**config.mk**
```make
export PLATFORM = sky130hd
export DESIGN_NAME = parity_frame_check_flat
export DESIGN_NICKNAME = d
export VERILOG_FILES = /design/src/rtl/parity_pkg.sv /design/src/rtl/parity_frame_check_if.sv /design/src/rtl/parity_lane.sv /design/src/rtl/parity_frame_check.sv /design/src/flat_wrapper.sv
export SDC_FILE = /design/constraint.sdc
export NUM_CORES = 1
export LEC_CHECK = 0
export BUFFER_PORTS_ARGS = -buffer_cell sky130_fd_sc_hd__buf_4
export CELL_PAD_IN_SITES_DETAIL_PLACEMENT = 0
export CELL_PAD_IN_SITES_GLOBAL_PLACEMENT = 2
export CORE_MARGIN = 10
export CORE_UTILIZATION = 32
export DETAILED_ROUTE_END_ITERATION = 6
export PLACE_DENSITY = 0.81
export SYNTH_ARGS = -nofsm -noshare
export SYNTH_HDL_FRONTEND = slang
export SYNTH_SLANG_ARGS = --single-unit
```
**constraint.sdc**
```tcl
create_clock -name clk -period 2.1 [get_ports clk]
set_input_delay 0.105 -clock clk [delete_from_list [all_inputs] [get_ports clk]]
set_output_delay 0.105 -clock clk [all_outputs]
set_load 0.01 [all_outputs]
```
**src/rtl/parity_pkg.sv**
```systemverilog
// Shared types and helpers for the framed multi-lane parity checker.
package parity_pkg;

    typedef enum logic {
        ST_DATA   = 1'b0,
        ST_PARITY = 1'b1
    } state_t;

    function automatic int unsigned clog2(input int unsigned v);
        int unsigned r;
        int unsigned x;
        r = 0;
        x = (v > 0) ? v - 1 : 0;
        while (x > 0) begin
            r = r + 1;
            x = x >> 1;
        end
        return r;
    endfunction

    // Counter width with a floor of one bit.
    function automatic int unsigned cnt_width(input int unsigned v);
        return (clog2(v) == 0) ? 1 : clog2(v);
    endfunction

    function automatic logic [31:0] sat_add(input logic [31:0] a,
                                            input logic [31:0] b,
                                            input logic [31:0] max);
        logic [32:0] s;
        s = {1'b0, a} + {1'b0, b};
        return (s > {1'b0, max}) ? max : s[31:0];
    endfunction

endpackage

```
**src/rtl/parity_frame_check_if.sv**
```systemverilog
// Receive-side bundle of the parity checker: serial lanes in, check results out.
interface parity_frame_check_if #(
    parameter int unsigned CHANNELS = 1,
    parameter int unsigned ERR_W    = 8
);
    logic                i_clear;
    logic                i_in_valid;
    logic [CHANNELS-1:0] i_seq_in;
    logic [CHANNELS-1:0] o_det_out;
    logic                o_check_valid;
    logic [CHANNELS-1:0] o_check_ok;
    logic [ERR_W-1:0]    o_err_cnt;

    modport master (
        output i_clear, i_in_valid, i_seq_in,
        input  o_det_out, o_check_valid, o_check_ok, o_err_cnt
    );

    modport slave (
        input  i_clear, i_in_valid, i_seq_in,
        output o_det_out, o_check_valid, o_check_ok, o_err_cnt
    );
endinterface

```
**src/rtl/parity_lane.sv**
```systemverilog
// One lane: running parity (stored inverted as detOut) and the parity-bit compare.
module parity_lane #(
    parameter int unsigned ODD_PARITY = 0
) (
    input  logic clk,
    input  logic rst,
    input  logic i_accept,
    input  logic i_is_parity,
    input  logic i_clear,
    input  logic i_seq,
    output logic o_det,
    output logic o_ok,
    output logic o_fail_c
);
    logic r_det;
    logic r_ok;
    logic w_ok;

    // r_det is the complement of the accumulator, so the accumulator itself is ~r_det.
    assign w_ok     = ((~r_det ^ i_seq) == 1'(ODD_PARITY));
    assign o_fail_c = ~w_ok;
    assign o_det    = r_det;
    assign o_ok     = r_ok;

    always_ff @(posedge clk or negedge rst) begin
        if (!rst) begin
            r_det <= 1'b1;
        end else if (i_clear) begin
            r_det <= 1'b1;
        end else if (i_accept) begin
            r_det <= i_is_parity ? 1'b1 : (r_det ^ i_seq);
        end
    end

    always_ff @(posedge clk or negedge rst) begin
        if (!rst) begin
            r_ok <= 1'b0;
        end else if (i_accept && i_is_parity) begin
            r_ok <= w_ok;
        end
    end
endmodule

```
**src/rtl/parity_frame_check.sv**
```systemverilog
// Framed multi-lane parity checker: shared Data/Parity FSM, bit counter and saturating error count.
module parity_frame_check
    import parity_pkg::*;
#(
    parameter int unsigned WORD_LEN   = 8,
    parameter int unsigned CHANNELS   = 1,
    parameter int unsigned ODD_PARITY = 0,
    parameter int unsigned ERR_W      = 8
) (
    input logic                  clk,
    input logic                  rst,
    parity_frame_check_if.slave  bus
);
    localparam int unsigned CNT_W   = cnt_width(WORD_LEN);
    localparam int unsigned POP_W   = cnt_width(CHANNELS + 1);
    localparam logic [31:0] ERR_MAX = 32'((64'd1 << ERR_W) - 64'd1);

    state_t              r_state;
    state_t              w_state_nxt;
    logic [CNT_W-1:0]    r_bit_cnt;
    logic                r_check_valid;
    logic [ERR_W-1:0]    r_err_cnt;
    logic                w_accept;
    logic                w_is_parity;
    logic                w_last_bit;
    logic [CHANNELS-1:0] w_det;
    logic [CHANNELS-1:0] w_ok;
    logic [CHANNELS-1:0] w_fail;
    logic [POP_W-1:0]    w_fail_cnt;

    // clear wins over a simultaneous valid bit, which is dropped.
    assign w_accept    = bus.i_in_valid & ~bus.i_clear;
    assign w_is_parity = (r_state == ST_PARITY);
    assign w_last_bit  = (r_bit_cnt == CNT_W'(WORD_LEN - 1));

    always_ff @(posedge clk or negedge rst) begin
        if (!rst) begin
            r_state <= ST_DATA;
        end else begin
            r_state <= w_state_nxt;
        end
    end

    always_comb begin
        w_state_nxt = r_state;
        if (bus.i_clear) begin
            w_state_nxt = ST_DATA;
        end else if (bus.i_in_valid) begin
            case (r_state)
                ST_DATA:   if (w_last_bit) w_state_nxt = ST_PARITY;
                ST_PARITY: w_state_nxt = ST_DATA;
                default:   w_state_nxt = ST_DATA;
            endcase
        end
    end

    always_ff @(posedge clk or negedge rst) begin
        if (!rst) begin
            r_bit_cnt <= '0;
        end else if (bus.i_clear) begin
            r_bit_cnt <= '0;
        end else if (w_accept) begin
            r_bit_cnt <= w_is_parity ? '0 : r_bit_cnt + CNT_W'(1);
        end
    end

    for (genvar g = 0; g < int'(CHANNELS); g++) begin : g_lane
        parity_lane #(
            .ODD_PARITY (ODD_PARITY)
        ) u_lane (
            .clk         (clk),
            .rst         (rst),
            .i_accept    (w_accept),
            .i_is_parity (w_is_parity),
            .i_clear     (bus.i_clear),
            .i_seq       (bus.i_seq_in[g]),
            .o_det       (w_det[g]),
            .o_ok        (w_ok[g]),
            .o_fail_c    (w_fail[g])
        );
    end

    // Number of lanes failing the current parity bit.
    always_comb begin
        w_fail_cnt = '0;
        for (int i = 0; i < int'(CHANNELS); i++) begin
            w_fail_cnt = w_fail_cnt + POP_W'(w_fail[i]);
        end
    end

    always_ff @(posedge clk or negedge rst) begin
        if (!rst) begin
            r_check_valid <= 1'b0;
            r_err_cnt     <= '0;
        end else begin
            r_check_valid <= w_accept & w_is_parity;
            if (bus.i_clear) begin
                r_err_cnt <= '0;
            end else if (w_accept && w_is_parity) begin
                r_err_cnt <= ERR_W'(sat_add(32'(r_err_cnt), 32'(w_fail_cnt), ERR_MAX));
            end
        end
    end

    assign bus.o_det_out     = w_det;
    assign bus.o_check_valid = r_check_valid;
    assign bus.o_check_ok    = w_ok;
    assign bus.o_err_cnt     = r_err_cnt;
endmodule

```
**src/flat_wrapper.sv**
```systemverilog
// flat-port wrapper written by rule: the top's interface ports become plain ports
module parity_frame_check_flat import parity_pkg::*;
#(
    parameter int unsigned WORD_LEN   = 8,
    parameter int unsigned CHANNELS   = 1,
    parameter int unsigned ODD_PARITY = 0,
    parameter int unsigned ERR_W      = 8
)
  (clk, rst, bus_i_clear, bus_i_in_valid, bus_i_seq_in, bus_o_det_out, bus_o_check_valid, bus_o_check_ok, bus_o_err_cnt);
  parity_frame_check_if #(.CHANNELS(CHANNELS), .ERR_W(ERR_W)) bus_i ();
  input logic clk;
  input logic rst;
  input wire logic [$bits(bus_i.i_clear)-1:0] bus_i_clear;
  input wire logic [$bits(bus_i.i_in_valid)-1:0] bus_i_in_valid;
  input wire logic [$bits(bus_i.i_seq_in)-1:0] bus_i_seq_in;
  output wire logic [$bits(bus_i.o_det_out)-1:0] bus_o_det_out;
  output wire logic [$bits(bus_i.o_check_valid)-1:0] bus_o_check_valid;
  output wire logic [$bits(bus_i.o_check_ok)-1:0] bus_o_check_ok;
  output wire logic [$bits(bus_i.o_err_cnt)-1:0] bus_o_err_cnt;
  assign bus_i.i_clear = bus_i_clear;
  assign bus_i.i_in_valid = bus_i_in_valid;
  assign bus_i.i_seq_in = bus_i_seq_in;
  assign bus_o_det_out = bus_i.o_det_out;
  assign bus_o_check_valid = bus_i.o_check_valid;
  assign bus_o_check_ok = bus_i.o_check_ok;
  assign bus_o_err_cnt = bus_i.o_err_cnt;
  parity_frame_check #(.WORD_LEN(WORD_LEN), .CHANNELS(CHANNELS), .ODD_PARITY(ODD_PARITY), .ERR_W(ERR_W)) u_core (.clk(clk), .rst(rst), .bus(bus_i));
endmodule
```
==> results of run 1 <==
==> synthesized netlist by cell type, drive strengths merged (2+ instances only) <==
| cell | number | share of area (%) |
|---|---|---|
| ha | 4 | 6.3 |
| dfrtp | 14 | 44 |
| and3 | 4 | 3.1 |
| a41oi | 2 | 2.2 |
| nor2 | 3 | 1.4 |
| a311oi | 3 | 3.3 |
| o21ai | 2 | 1.3 |
| nand3 | 4 | 2.5 |
| inv | 4 | 1.9 |
| buf | 3 | 2.5 |
| nand2 | 5 | 2.3 |
| a21oi | 9 | 5.6 |
| a211oi | 5 | 4.7 |
| nand3b | 4 | 5.3 |
| a31oi | 3 | 2.3 |
==> power by group through the flow <==
stage | registers (uW) | clock network, uW | logic [uW]
6_report | 298 | 166 | 40.6
5_1_grt | 299 | 182 | 46.4
4_1_cts | 298 | 173 | 42.0
3_5_place_dp | 304 | 0 | 40.2
3_3_place_gp | 303 | 0 | 39.8
2_1_floorplan | 304 | 0 | 20.4
==> flip-flops by register name, indices dropped and copies added, names as in the netlist <==
register and flops:
u_core.g_lane.u_lane.o_ok 1, u_core.bus.o_err_cnt 8, u_core.r_state 1, u_core.g_lane.u_lane.o_det 1
u_core.bus.o_check_valid 1, u_core.r_bit_cnt 3
==> per-stage QoR <==
step	cell area [um^2]	power (uW)	worst slack [ns]	hold WS, ns
3_3_place_gp	931	343	0.314	-0.0248
5_1_grt	967	527	0.107	0.0865
4_1_cts	967	513	0.300	0.0781
3_5_place_dp	931	344	0.313	-0.0283
6_report	967	504	0.289	0.0767
2_1_floorplan	801	324	0.429	-0.191
==> worst max path at each step <==
stage	slack, ns	to
2_1_floorplan	0.43	u_core.bus.o_err_cnt[4]
3_3_place_gp	0.31	u_core.bus.o_err_cnt[4]
3_5_place_dp	0.31	u_core.bus.o_err_cnt[4]
4_1_cts	0.30	u_core.bus.o_err_cnt[4]
5_1_grt	0.11	u_core.bus.o_err_cnt[6]
6_report	0.29	u_core.bus.o_err_cnt[6]
==> layout make-up <==
type                    count  share of cell area [%]
well taps                  30                    3.88
flip-flops and latches     15                    38.9
repair buffers             16                    12.7
clock buffers               4                    2.72
multi-input cells          57                    40.2
inverters                   4                    1.55
==> cell families (layout without fill, tap and decap cells) <==
family                   Yosys count  after routing  share of synthesized area (%)
AND/OR/NAND/NOR                   27             27                           20.8
AO/OA/AOI/OAI                     25             25                           20.5
flip-flops                        15             15                           47.0
buffers and inverters              7             24                           4.37
adder cells (fa/ha/maj)            4              4                           6.25
XOR/XNOR                           1              1                           1.09
==> per-layer routing <==
| layer | routed length [um] | GRT usage, % |
|---|---|---|
| met1 | 869 | 9.32 |
| met4 | 37 | 4.61 |
| met3 | 78 | 2.26 |
| met5 | 0 | 0 |
| met2 | 889 | 12.5 |
==> timing repair <==
action,CTS,global route
hold buffers,1,0
gates resized for setup,0,0
setup buffers,0,0
hold endpoints to repair,15,0
setup endpoints to repair,0,0
==> worst reg2reg max path: cells and delay by family (launching register included) <==
kind            cells  cell delay [ns]
compound gates      2             0.41
simple gates        1             0.26
xor+xnor            1             0.18
fa+ha+maj           1             0.29
flops               1             0.57
==> flow_summary.toml, run 1 <==
[cells_and_area]
final_common_cell = "buf_4"
drive_gt1_share_pct = 22.9
multi_input_area_um2 = 389
final_util_pct = 39.8
regArea_um2 = 377
diodes = 0
fill_cells = 262
area_growth_pct = 20.8
finalNetCount = 106
final_cell_count_no_fill = 126
final_cell_mix = "buf_4 (15), dfrtp_1 (14), a21oi_1 (9)"

[synthesis]
synthCells = 79
syn_area_per_cell_um2 = 10.1
yosys_most_used_dff = "dfrtp_1"
syn_nets = 88
syn-cell-area_um2 = 801
seq_area_frac_synth_pct = 47.0
synthArstFlopShare_pct = 100
yosysWarningCount = 0
synth.distinct_cells = 29
ys_seq_elements = 15
synth_edf_count = 0

[worst_setup_path]
r2r_end = "u_core.bus.o_err_cnt[6]"
worst-setup-path-type = "register to register"
crit_slowest_cell = "dfstp_2"
crit_arrival_ns = 2.00
crit_required_ns = 2.29
worst-path-buf-inv = 0
path_depth = 5
critPathLaunch = "u_core.g_lane[0].u_lane.o_det"
critPathMaxStageDelay_ns = 0.57
reg2reg_from = "u_core.g_lane[0].u_lane.o_det"
worstPathMaxFanout = 5
reg2reg_slack_ns = 0.29
crit_path_start_kind = "register"
setup.worst_path.end_class = "register"
path_cells = "xnor2_1 > ha_1 > and3_1 > a41oi_1 > a311oi_1"
critPathTopFamily = "flip-flops"
worstRegToRegCells = 5

[timing]
tightest_slew_ns = 0.354
min_period_ns = 1.81
rsz0062_at_grt = "false"
fin_tns_setup_ns = 0
slew_viol_final = 0
fin_crit_sh_pct = 86.2
hold_viol = 0
setup_viol = 0
slew_headroom_pct = 75.8
fin_skew_ns = 0.00364
fmax_mhz = 552

[floorplan]
ios = 16
initial_core_util_pct = 32.9
rows = 18
die_y_um = 70.0
design.die.area_mm2 = 0.00490
die_w_um = 70.0
core-area_mm2 = 0.00243

[power_and_ir_drop]
switching_share_pct = 23.6
p_leak_uw = 0.000459
ir_drop_mv = 0.253
powerDensity_mw_per_mm2 = 521
p_int_uw = 385
p_switching_uw = 119
power_frac_clock_pct = 32.9
power_frac_comb_pct = 8.0
seqPwrFrac_pct = 59.1

[clock_network]
cts.sinks = 15
cts_buffer_depth = 2
cts_buffers = 3
cts_tree = "built"
h-tree-depth = 1
insertion_delay_ns = 0.28
cts_root_buf = "clkbuf_4"
clkSlewWorstSetupHoldPaths_ns = 0.09

[routing]
drc = 0
vias = 680
ant_nets = 0
firstDrtPassIters = 4
drt-total-wl_mm = 1.88
wire_per_inst_um = 14.9
via_per_inst = 5.40
drtIter0Drc = 28

[global_routing]
grtUsageTotal_pct = 7.93
grt_pass1_wl_mm = 3.24
grt_antenna_before_repair = 0
grt_overflow = 0
grt_max_degree = 16
grt_pass1_vias = 703

[hold_path]
hold_path_depth = 2
hp-start = "bus_i_clear"
worstHoldEndpoint = "u_core.r_bit_cnt[1]"
hold_path.class = "input port to register"

[place]
dpl.hpwl_mm = 1.36
numPortBuffers = 15
finalWeightedCongestion = 0.749
dpl.cell_count = 121

[flow_run]
maxCapViolCount = 0

[status]
status = "completed"
Note: power is estimated with default switching activity, not from simulation.
==> run 2, diff against run 1 <==
Settings changed: CELL_PAD_IN_SITES_DETAIL_PLACEMENT 0 to 1, CELL_PAD_IN_SITES_GLOBAL_PLACEMENT 2 to 1, CORE_UTILIZATION 32 to 40, SYNTH_HIERARCHICAL set to 1.
==> run 2 against run 1 <==
Against the previous run: core utilization rose by 10 points; register-to-register slack barely moved; flip-flop and latch count did not move; synthesized area rose by 1.3%; combinational power rose by 5.4%; power rose by 0.94%; worst setup slack improved by 0.0052 ns; global-route usage rose by 1.7 points; wire length rose by 7.2%; clock skew rose by 0.0027 ns; critical path type unchanged; largest power group unchanged.
==> flow_summary.toml, run 2 <==
[floorplan]
design.die.area_mm2 = 0.00423
die_y_um = 65.0
ios = 16
rows = 16
initial_core_util_pct = 41.8
core-area_mm2 = 0.00194
die_w_um = 65.0

[cells_and_area]
drive_gt1_share_pct = 24.5
finalNetCount = 104
final_common_cell = "buf_4"
final_area_um2 = 967
final_util_pct = 49.8
final_cell_mix = "buf_4 (15), dfrtp_1 (14), a21oi_1 (7)"
diodes = 0
largest_register_ffs = 8
area_growth_pct = 19.3

[timing]
fin_crit_sh_pct = 86.0
fmax_mhz = 554
fin_skew_ns = 0.00636
setup_viol = 0
hold_viol = 0
tightest_slew_ns = 0.340
slew_headroom_pct = 77.3
rsz0062_at_grt = "false"
fin_tns_setup_ns = 0
final.setup.worst_slack_ns = 0.294
slew_viol_final = 0
min_period_ns = 1.81

[worst_setup_path]
worstPathMaxFanout = 6
reg2reg_from = "u_core/g_lane[0].u_lane/o_det"
crit_required_ns = 2.30
setup.worst_path.end_class = "register"
reg2reg_slack_ns = 0.29
worst-setup-path-type = "register to register"
critPathTopFamily = "flip-flops"
worst-path-buf-inv = 0
crit_slowest_cell = "dfstp_2"
crit_arrival_ns = 2.00
path_cells = "xnor2_1 > ha_1 > and4b_4 > a31oi_1 > a211oi_1"
critPathMaxStageDelay_ns = 0.58
crit_path_start_kind = "register"
critPathLaunch = "u_core/g_lane[0].u_lane/o_det"

[synthesis]
synth_common_cells = "dfrtp_1 (14), a21oi_1 (7), nor2_1 (6), a31oi_1 (5), ha_1 (4)"
syn_nets = 87
synth_area_leaders = "dfrtp_1 (43%), ha_1 (6.2%), a21oi_1 (4.3%)"
synthCells = 78
yosysMostFrequentCell = "dfrtp_1"
synthArstFlopShare_pct = 100
yosysWarningCount = 6
syn_area_per_cell_um2 = 10.4
synth.largest_area_cell = "dfrtp_1"
ys_seq_elements = 15
syn-cell-area_um2 = 811
yosys_most_used_dff = "dfrtp_1"
synth.distinct_cells = 35
netlist.area_leader.share_pct = 43.2
synth_edf_count = 0
seq_area_frac_synth_pct = 46.5

[clock_network]
h-tree-depth = 1
clkSlewWorstSetupHoldPaths_ns = 0.10
post_cts_resized = 0
post-cts-setup-buffers = 0
cts_buffers = 3
cts_buffer_depth = 2
insertion_delay_ns = 0.29
cts_tree = "built"
cts_root_buf = "clkbuf_4"
cts.sinks = 15
hold_buffers = 1

[place]
placed_cell_area_um2 = 930
dpl.hpwl_mm = 1.43
pre_cts_slack_ns = 0.337
numPortBuffers = 15
finalWeightedCongestion = 0.763

[routing]
vias = 674
drc = 0
drt-total-wl_mm = 2.01
ant_nets = 0
wire_per_inst_um = 16.6
firstDrtPassIters = 4
drtIter0Drc = 32
via_per_inst = 5.57

[global_routing]
grtUsageTotal_pct = 9.66
grt_antenna_before_repair = 0
grt_pass1_wl_mm = 3.23
grt_max_degree = 18
grt_pass1_vias = 668
grt_overflow = 0

[hold_path]
hold_path.class = "input port to register"
hp-start = "bus_i_clear"

[power_and_ir_drop]
powerDensity_mw_per_mm2 = 526
p_leak_uw = 0.000480
ir_drop_mv = 0.281
power.total_uw = 509

[flow_run]
maxCapViolCount = 0

[status]
status = "completed"
-- run 2: layout make-up --
type / instances / area [um^2]
multi-input combinational: 57 / 399
tap: 27 / 33.8
clock buffer: 3 / 22.5
timing repair buffer: 16 / 123
sequential: 15 / 377
inverter: 2 / 7.51
clock inverter: 1 / 5.00
fill: 234 / 975
-- run 2: worst paths after layout --
check | endpoint | cells past startpoint
max in group asynchronous | u_core/g_lane[0].u_lane/o_det | 2
setup reg to reg | u_core/bus.o_err_cnt[6] | 5
hold reg to reg | u_core/r_bit_cnt[1] | 2
setup / recovery | u_core/bus.o_err_cnt[6] | 5
hold / removal | u_core/r_bit_cnt[1] | 2
min in group asynchronous | u_core/bus.o_err_cnt[7] | 2
-- run 2: per-layer routing --
layer,share of wire (%),up-vias,track usage [%]
li1,-,323,-
met1,44,332,11.4
met2,50,15,15.5
met3,4.6,4,2.75
met4,1.6,0,5.08
met5,0,-,0
-- run 2: power by group --
group	total [uW]	switching [uW]	internal, uW
Clock	169	98.2	70.8
Sequential	297	3.54	294
Combinational	42.8	24.2	18.6
Total	509	126	383
-- run 2: stage by stage --
step           instances  hold slack, ns
6_report             121          0.0943
5_1_grt              121           0.104
4_1_cts              121          0.0919
3_5_place_dp         116         -0.0311
3_3_place_gp         116         -0.0299
2_1_floorplan         78          -0.191
-- run 2: kinds of logic after synthesis --
| family | count (synthesis) | synth area share (%) |
|---|---|---|
| xor+xnor | 1 | 1.08 |
| simple gates | 28 | 22.2 |
| compound gates | 23 | 18.5 |
| buf+inv | 6 | 4.32 |
| fa+ha+maj | 4 | 6.17 |
| mux | 1 | 1.23 |
| flops | 15 | 46.5 |
-- run 2: worst reg2reg max path, delay by kind of cell, from the launching register on --
kind                       cells  cell delay (ns)
DFF                            1             0.58
adders and majority gates      1             0.33
AOI/OAI and AO/OA              2             0.32
and+or+nand+nor                1             0.31
xor gates and xnor gates       1             0.18
==> run 3, diff against run 2 <==
Settings changed: CORE_UTILIZATION 40 to 30, CTS_BUF_LIST set to sky130_fd_sc_hd__clkbuf_8, PLACE_DENSITY 0.81 to 0.65.
==> run 3 against run 2 <==
Against the previous run: flip-flop and latch count unchanged; fmax is 3.1% lower; hold slack better by 0.058 ns; power is 11% higher; non-clock buffer count stayed put; sequential share of layout area is 0.84 points lower; clock skew shrank 0.0054 ns; first-iteration DRC count down 53%.
==> flow_summary.toml, run 3 (synthesized netlist as in run 2, its figures left out) <==
[status]
status = "completed"

[timing]
fin_skew_ns = 0.000976
hold_viol = 0
fin_tns_setup_ns = 0
fmax_mhz = 536
min_period_ns = 1.86
setup_viol = 0
slew_headroom_pct = 80.7
rsz0062_at_grt = "false"
fin_crit_sh_pct = 88.8
slew_viol_final = 0
tightest_slew_ns = 0.289

[cells_and_area]
area_growth_pct = 21.9
diodes = 0
drive_gt1_share_pct = 23.4
largest_register_ffs = 8
final_common_cell = "buf_4"
final_util_pct = 39.2
final_cell_mix = "buf_4 (15), dfrtp_1 (14), a21oi_1 (7)"
finalNetCount = 104

[routing]
drc = 0
drt-total-wl_mm = 2.01
vias = 655
via_per_inst = 5.28
wire_per_inst_um = 16.2
firstDrtPassIters = 4
ant_nets = 0
drtIter0Drc = 15

[clock_network]
cts.sinks = 15
clkSlewWorstSetupHoldPaths_ns = 0.06
cts_buffers = 3
cts_root_buf = "clkbuf_8"
cts_tree = "built"
insertion_delay_ns = 0.24
post_cts_resized = 0
h-tree-depth = 1
hold_buffers = 1
cts_buffer_depth = 2
post-cts-setup-buffers = 0

[worst_setup_path]
crit_path_start_kind = "register"
crit_required_ns = 2.24
r2r_end = "u_core/bus.o_err_cnt[6]"
setup.worst_path.end_class = "register"
worstRegToRegCells = 5
critPathLaunch = "u_core/g_lane[0].u_lane/o_det"
reg2reg_from = "u_core/g_lane[0].u_lane/o_det"
reg2reg_slack_ns = 0.24
worst-setup-path-type = "register to register"
crit_arrival_ns = 2.01
crit_path_end = "u_core/bus.o_err_cnt[6]"
worstPathMaxFanout = 6

[floorplan]
rows = 18
core-area_mm2 = 0.00252
die_w_um = 72.0
design.die.area_mm2 = 0.00518
die_y_um = 72.0
ios = 16
initial_core_util_pct = 32.1

[power_and_ir_drop]
powerDensity_mw_per_mm2 = 573
ir_drop_mv = 0.546
p_leak_uw = 0.000489

[global_routing]
grt_use_met2_pct = 13.1
grt_antenna_before_repair = 0
grt_overflow = 0
use_met3_pct = 4.08
grt_max_degree = 18
met1_usage_pct = 8.81
grt_pass1_wl_mm = 3.41
grt_pass1_vias = 724
grtUsageTotal_pct = 7.91
busiest_layer = "met2"

[place]
dpl.hpwl_mm = 1.46
finalWeightedCongestion = 0.733
numPortBuffers = 15

[hold_path]
hp-start = "bus_i_clear"
hold_path.class = "input port to register"

[flow_run]
maxCapViolCount = 0
==> run 3: cell types whose count changed in the layout (fill, tap and decap cells not counted) <==
cell      change
inv_1         +1
clkbuf_8      +3
clkbuf_4      -3
clkinv_2      -1
==> run 3: metal layers <==
| metal | up-vias | routed length [um] |
|---|---|---|
| met3 | 2 | 109 |
| li1 | 321 | - |
| met5 | - | 0 |
| met2 | 8 | 990 |
| met4 | 0 | 12 |
| met1 | 324 | 896 |
==> run 3: worst min path at each step <==
| stage | endpoint | cells after the start | slack [ns] |
|---|---|---|---|
| floorplan | u_core/bus.o_check_valid | 0 | -0.19 |
| global placement | u_core/r_bit_cnt[2] | 1 | -0.03 |
| detailed placement | u_core/r_state | 1 | -0.02 |
| CTS | u_core/bus.o_err_cnt[4] | 2 | 0.15 |
| global route | u_core/bus.o_err_cnt[7] | 2 | 0.17 |
| finish | u_core/r_bit_cnt[1] | 2 | 0.15 |
==> run 3: where the power goes <==
part / switching (uW) / internal [uW] / leakage, uW
registers: 3.45 / 294 / 0.000205
logic: 24.2 / 18.4 / 0.000258
clock network: 96.7 / 129 / 0.0000269
total: 124 / 442 / 0.000489
==> run 3: area by class of cell <==
type | count | area [um^2]
Tap cell | 30 | 37.5
Multi-Input combinational cell | 57 | 399
Clock buffer | 3 | 41.3
Sequential cell | 15 | 377
Timing Repair Buffer | 16 | 123
Clock inverter | 1 | 3.75
Inverter | 2 | 7.51
Fill cell | 302 | 1530
==> run 3: worst max-delay path, stage by stage, from the launching register on <==
cell and delay, ns:
dfstp_2 0.57, xnor2_1 0.18, ha_1 0.34, and4b_4 0.31, a31oi_1 0.11, a211oi_1 0.26
==> run 3: through the flow <==
stage          power, uW  hold slack (ns)  setup WS (ns)  cells  instance area (um^2)
2_1_floorplan        326           -0.191          0.448     78                   811
3_3_place_gp         343          -0.0266          0.350    119                   933
3_5_place_dp         345          -0.0232          0.301    119                   933
4_1_cts              577            0.151          0.226    124                   988
5_1_grt              598            0.170         0.0758    124                   988
6_report             566            0.152          0.236    124                   988
